**config.mk**
```make
export PLATFORM = sky130hd
export DESIGN_NAME = mem_responder
export DESIGN_NICKNAME = d
export VERILOG_FILES = /design/src/rtl/mem_responder.sv
export SDC_FILE = /design/constraint.sdc
export NUM_CORES = 2
export LEC_CHECK = 0
export ABC_AREA = 0
export BUFFER_PORTS_ARGS = -buffer_cell sky130_fd_sc_hd__buf_2
export CAP_MARGIN = 20
export CORE_UTILIZATION = 41
export DETAILED_ROUTE_END_ITERATION = 16
export PLACE_DENSITY_LB_ADDON = 0.15
export SLEW_MARGIN = 10
export SYNTH_ARGS = -nofsm -noshare
export SYNTH_HDL_FRONTEND = slang
export SYNTH_SLANG_ARGS = --single-unit
```
**constraint.sdc**
```tcl
create_clock -name clk -period 9.3 [get_ports clk]
set_clock_uncertainty 0.1 [all_clocks]
set_input_delay 0.465 -clock clk [delete_from_list [all_inputs] [get_ports clk]]
set_output_delay 0.465 -clock clk [all_outputs]
set_load 0.05 [all_outputs]
```
**src/rtl/mem_responder.sv**
```systemverilog
// Word-addressed memory target with a req/ack handshake, programmable wait states
// and a preload port that is honoured only while idle.
module mem_responder #(
  parameter int DATA_W  = 16,
  parameter int ADDR_W  = 16,
  parameter int DEPTH   = 256,
  parameter int LATENCY = 2
) (
  input  logic              clk,
  input  logic              reset,
  input  logic              req,
  input  logic              we,
  input  logic [ADDR_W-1:0] addr,
  input  logic [DATA_W-1:0] wdata,
  output logic              ack,
  output logic [DATA_W-1:0] rdata,
  output logic              err,
  output logic              busy,
  input  logic              pl_en,
  input  logic [ADDR_W-1:0] pl_addr,
  input  logic [DATA_W-1:0] pl_data
);
  localparam int IDX_W = (DEPTH > 1) ? $clog2(DEPTH) : 1;
  localparam logic [ADDR_W:0] DEPTH_EXT = (ADDR_W+1)'(DEPTH);

  typedef enum logic [1:0] {IDLE, WAIT, RESP} state_t;

  state_t              state_q, state_d;
  logic [3:0]          cnt_q, cnt_d;
  logic                we_q, we_d;
  logic [ADDR_W-1:0]   addr_q, addr_d;
  logic [DATA_W-1:0]   wdata_q, wdata_d;
  logic                ack_q, ack_d;
  logic                err_q, err_d;
  logic                busy_q, busy_d;
  logic [DATA_W-1:0]   rdata_q, rdata_d;

  logic [DATA_W-1:0]   mem [DEPTH];
  logic [IDX_W-1:0]    idx, pl_idx;
  logic                in_range, access;

  assign idx      = addr_q[IDX_W-1:0];
  assign pl_idx   = pl_addr[IDX_W-1:0];
  assign in_range = ({1'b0, addr_q} < DEPTH_EXT);
  // The access happens on the edge that leaves WAIT, i.e. LATENCY+1 edges after accept.
  assign access   = (state_q == WAIT) && (cnt_q == 4'd0);

  always_comb begin
    state_d = state_q;
    cnt_d   = cnt_q;
    we_d    = we_q;
    addr_d  = addr_q;
    wdata_d = wdata_q;
    ack_d   = 1'b0;
    err_d   = 1'b0;
    busy_d  = busy_q;
    rdata_d = rdata_q;
    case (state_q)
      IDLE: if (req) begin
        we_d    = we;
        addr_d  = addr;
        wdata_d = wdata;
        busy_d  = 1'b1;
        cnt_d   = 4'(LATENCY);
        state_d = WAIT;
      end
      WAIT: if (cnt_q == 4'd0) begin
        state_d = RESP;
        ack_d   = 1'b1;
        err_d   = !in_range;
        if (!we_q) rdata_d = in_range ? mem[idx] : '0;
      end else begin
        cnt_d = cnt_q - 4'd1;
      end
      RESP: begin
        state_d = IDLE;
        busy_d  = 1'b0;
      end
      default: begin
        state_d = IDLE;
        busy_d  = 1'b0;
      end
    endcase
  end

  always_ff @(posedge clk or negedge reset) begin
    if (!reset) begin
      state_q <= IDLE;
      cnt_q   <= '0;
      we_q    <= 1'b0;
      addr_q  <= '0;
      wdata_q <= '0;
      ack_q   <= 1'b0;
      err_q   <= 1'b0;
      busy_q  <= 1'b0;
      rdata_q <= '0;
    end else begin
      state_q <= state_d;
      cnt_q   <= cnt_d;
      we_q    <= we_d;
      addr_q  <= addr_d;
      wdata_q <= wdata_d;
      ack_q   <= ack_d;
      err_q   <= err_d;
      busy_q  <= busy_d;
      rdata_q <= rdata_d;
    end
  end

  // Array is never cleared; gating on state_q drops a pending write once reset hits.
  always_ff @(posedge clk) begin
    if (state_q == IDLE && pl_en)
      mem[pl_idx] <= pl_data;
    else if (access && we_q && in_range)
      mem[idx] <= wdata_q;
  end

  assign ack   = ack_q;
  assign err   = err_q;
  assign busy  = busy_q;
  assign rdata = rdata_q;
endmodule

```
# After elaboration in Yosys (flattened, before gate mapping)
# Memories as Yosys holds them, arrays and structs flattened.
# Index checks and enable logic that the tools add are counted.
# op_classes
add_sub_neg	1
n_lt_le_gt_ge	1
n_eq_ne	4
muxes	21
bitwise_logic	2
n_reduce_logical	14
# ops
operator	count
2-to-1 mux 16 bit	2
< comparator 16 x 9 -> 1 bit (second input constant)	1
OR reduction 16 bit	1
2-to-1 mux 1 bit	11
2-to-1 mux 4 bit	2
2-to-1 mux 8 bit	1
one-hot mux 4 bit (2 select lines)	1
AND reduction 2 bit	3
AND reduction 3 bit	2
logical AND 1 bit	4
logical NOT 4 bit	1
2-to-1 mux 2 bit	2
!= test 2 bit (second input constant)	2
one-hot mux 2 bit (2 select lines)	1
subtractor 4 x 1 -> 4 bit (second input constant)	1
== test 2 x 1 -> 1 bit (second input constant)	1
logical NOT 2 bit	1
!= test 2 x 1 -> 1 bit (second input constant)	1
inverter 1 bit	2
one-hot mux 1 bit (2 select lines)	1
nonzero test 2 bit	1
logical NOT 1 bit	1
# totals
reg_bits	58
ram_bits	4096
inputBits	69
output_inout_bits	19
elab_cells	53
n_memories	1
# memory_table
name	words	word_bits	rd	rd_clocked_by_memory_dff	wr	line	source
mem	256	16	1	0	1	38	logic [DATA_W-1:0] mem [DEPTH];

# Longest topological paths before layout
# logic_depth
ltp_word	9
mapped_depth	14
ltp_nobuf	9

# Worst setup path after synthesis
# No wires, ideal clock.
# synth_timing
path_kind	flip-flop to flip-flop
start	register cnt_q[0]
end	memory mem[0][10], data pin
setup_ps	823
t_arrival_ps	4973
setup_slack_ps	3404
stages_incl_launch_ff	12
n_path_buf	4
cell_sequence	dfrtp_1 -> inv_1 -> ha_1 -> or3b_1 -> clkbuf_1 -> nor2_1 -> and3_1 -> buf_4 -> buf_4 -> clkbuf_1 -> nand2_1 -> nand2_1
# synth_via
elab_chain_cells	9
# synth_lines
item	line	source
from (decl)	29	logic [3:0] cnt_q, cnt_d;
from (signal assigned)	99	cnt_q <= cnt_d;
logical NOT 4 bit	46	assign access = (state_q == WAIT) && (cnt_q == 4'd0);
logical AND 1 bit	46	
net access	40	logic in_range, access;
logical AND 1 bit (2 in a row)	114	else if (access && we_q && in_range)
2-to-1 mux 1 bit	114	
2-to-1 mux 1 bit	112	if (state_q == IDLE && pl_en)
2-to-1 mux 1 bit (not written as such)	115	mem[idx] <= wdata_q;
OR reduction 16 bit (no line)	--	
2-to-1 mux 16 bit (no line)	--	
to (decl)	38	
# The timed path passes the listed nets, and every way through them passes these cells.

# Worst setup path after layout
# layout_timing
start	register cnt_q[1]
end	memory mem[83][2] (enable)
# layout_via
elab_chain_cells	9
# layout_lines
item	line
logical NOT 4 bit *	46
logical AND 1 bit *	46
net access	40
logical AND 1 bit * (2 in a row)	114
2-to-1 mux 1 bit *	114
2-to-1 mux 1 bit *	112
2-to-1 mux 1 bit (not written as such) *	115
OR reduction 16 bit (no line)	--
2-to-1 mux 8 bit (no line) or 2-to-1 mux 1 bit (tied branches)	--
# Mark *: on every way through the listed nets, which the timed path passes. The rest lies on a longest branch.

==> impl_metrics.yaml <==
outcome:
  status: "finished, violations left"
  violations: "max-slew violations"
worst_setup_path:
  crit_arrival_ps: 6120
  rrSetupSlack_ps: 3720
  timing.rr.end: "mem[83][2]$_DFFE_PP_"
  critPathCaptureType: "flip-flop"
  worst_setup_path_start_kind: "flip-flop"
  reg2regPathDepth: 10
  path_max_fanout: 29
  critPathKind: "flip-flop to flip-flop"
  r2r_start: "cnt_q[1]$_DFFE_PN0P_"
  cp_data_required_time_ps: 9840
  crit_start: "cnt_q[1]$_DFFE_PN0P_"
  cp-endpoint: "mem[83][2]$_DFFE_PP_"
die:
  die_w_um: 627
  ios: 88
  die_h_um: 627
  start_util_pct: 41.2
  core_um2: 389000
  fp-row-count: 229
  die_area_um2: 394000
placed_design:
  dp_cells: 12800
  dpl.hpwl_mm: 274
  place_ws_ps: 3550
  gp_congestion: 0.812
  numPortBuffers: 79
routing:
  wirelength_mm: 465
  vias: 79900
  antenna_violating_nets_post_route: 0
  drc: 0
  drt-vias-per-instance: 5.84
  drt_iter0_markers: 9212
  first_pass_iters: 11
  post_drt_wl_per_cell_um: 34.0
timing:
  relSlewSlack_pct: -7.70
  timing.fmax_mhz: 179
  setup_viol: 0
  setup-tns-final_ps: 0
  period_needed_ps: 5580
  finalHoldViolCount: 0
  rsz0062_at_grt: "false"
  worstMarginPinSlew_ps: 1620
  period_share_pct: 60.0
  finalMaxSlewViolations: 80
  setup_ws_ps: 3720
  hold_slack_ps: 138
synth:
  synth_top_family_by_area: "multiplexers"
  syn_area_per_cell_um2: 21.3
  synth_xor_area_share_pct: 0.0109
  netlist_top_cells_area: "edfxtp_1, mux4_2, mux2i_1, dfrtp_1, nand2_1"
  syn_nets: 7599
  yosys.area.top_type: "edfxtp_1"
  ys_warn_count: 0
  ys_ff_latch: 4154
  async_flop_share_pct: 1.40
  synth_cell_type_count: 66
  netlist.area_leader.share_pct: 76.7
  synthMuxAreaShare_pct: 15.2
  synth-compound-area-share_pct: 3.22
  synthAdderAreaFrac_pct: 0.00780
  synth_ff_type: "edfxtp_1"
  syn_inst: 7529
  syn-cell-area_um2: 160000
  synth_edf_count: 4096
  yosys.area_share.simple_pct: 2.25
  yosysSeqAreaShare_pct: 77.6
layout:
  layout-drive-gt1-share_pct: 26.3
  area_growth_pct: 14.5
  final_common_cell: "edfxtp_1"
  layout_common_cells: "edfxtp_1, mux4_2, clkbuf_16"
  nNetsFinal: 8159
  nFillCells: 32300
  instances_no_fill: 13700
run:
  cap_violations: 0
global_route:
  grt_max_degree: 209
  first_global_vias: 81100
  grt_usage_pct: 23.5
  antenna_found_initial: 37
  grt-ovfl-total: 0
  grt_pass1_wl_mm: 646
clocking:
  cts_sinks: 4154
  h-tree-depth: 5
  cts_tree: "yes"
  cts_buffers: 436
  cts.clk_slew.worst_paths_ps: 60
  clk_path_buf_depth: 4
  clock_latency_ps: 1010
  clock-root-buffer: "clkbuf_16"
  cts_resized: 0
power:
  sw_frac_of_total_pct: 31.6
  p_clk_share_pct: 32.9
  vdd_drop_max_uv: 196
  powerDensity_nw_per_um2: 285
  power_frac_comb_pct: 26.9
  seqPwrFrac_pct: 40.2
  power_mw: 52.4
  p_sw_mw: 16.5
  power.internal_mw: 35.8
  p_leak_nw: 57.5
worst_hold_path:
  min-delay-start: "addr[11]"
  hold_path.class: "input pin to flip-flop"
cell usage after synthesis, types with 46 or more instances:
| master | count |
|---|---|
| mux4_2 | 892 |
| buf_2 | 116 |
| buf_6 | 66 |
| o21ai_0 | 54 |
| a21oi_1 | 213 |
| o221ai_1 | 47 |
| dfrtp_1 | 58 |
| a22oi_1 | 132 |
| buf_4 | 46 |
| a221oi_1 | 54 |
| o22ai_1 | 54 |
| nor3_1 | 57 |
| nor2_1 | 287 |
| clkbuf_1 | 169 |
| mux2i_1 | 392 |
| nand2_1 | 332 |
| edfxtp_1 | 4096 |
| nand3_1 | 58 |
power groups by stage:
stage          logic, mW  clock network (mW)  registers, mW
2_1_floorplan       8.87                   0           21.4
3_3_place_gp        14.1                   0           21.5
3_5_place_dp        14.1                   0           21.5
4_1_cts             14.2                17.5           21.1
5_1_grt             14.7                18.2           21.1
6_report            14.1                17.2           21.1
state kept, by name, indices dropped and copies added, names as in the netlist:
signal,cells
ack,1
cnt_q,4
state_q,2
mem,4096
we_q,1
err,1
addr_q,16
busy,1
wdata_q,16
rdata,16
stage by stage:
step	utilization, %	cell area, µm²
CTS	47.1	183000
global route	47.2	184000
finish	47.2	184000
global placement	43.3	169000
floorplan	-	160000
detailed placement	43.4	169000
layout make-up:
| type | count | area [µm²] | share of cell area [%] |
|---|---|---|---|
| repair buffers | 566 | 4720 | 2.57 |
| multi-input cells | 2921 | 33700 | 18.4 |
| clock buffers | 554 | 11600 | 6.32 |
| diodes | 19 | 47.5 | 0.0259 |
| well taps | 5197 | 6500 | 3.54 |
| clock inverters | 253 | 2490 | 1.36 |
| inverters | 10 | 52.6 | 0.0286 |
| flip-flops and latches | 4154 | 124000 | 67.8 |
per-layer routing:
layer,wire [µm],track usage [%],vias up
li1,-,-,32700
met1,194000,32.6,43500
met2,223000,37.9,2963
met3,33000,4.37,637
met4,15700,7.34,8
met5,54,0,-
worst max-delay path, cell delays in order, from the launching register on:
cell     delay [ps]
dfrtp_1         420
inv_1            80
ha_1            160
or3b_1          450
nor2_1          240
nand3_2         290
buf_4           380
o21ai_1         990
nand2_1         820
nor2_1          880
buf_4           350
cell families (layout without fill, tap and decap cells):
kind of cell | Yosys count | count (layout)
other cells | 0 | 19
fa+ha+maj | 1 | 1
simple gates | 844 | 844
xor+xnor | 2 | 2
compound gates | 755 | 755
mux | 1319 | 1319
buf+inv | 454 | 1383
flops | 4154 | 4154
worst min-delay path by stage:
stage | endpoint | slack, ps | depth (start not counted)
global placement | wdata_q[12]$_DFFE_PN0P_ | 220 | 1
detailed placement | wdata_q[12]$_DFFE_PN0P_ | 220 | 1
finish | addr_q[11]$_DFFE_PN0P_ | 140 | 4
CTS | wdata_q[6]$_DFFE_PN0P_ | 40 | 4
global route | wdata_q[13]$_DFFE_PN0P_ | 110 | 4
floorplan | ack$_DFF_PN0_ | 70 | 0
what timing repair did:
action / in CTS / in global routing
hold endpoints to repair: 138 / 0
buffers inserted: 0 / 0
hold buffers: 44 / 0
(Power assumes the default switching activity.)
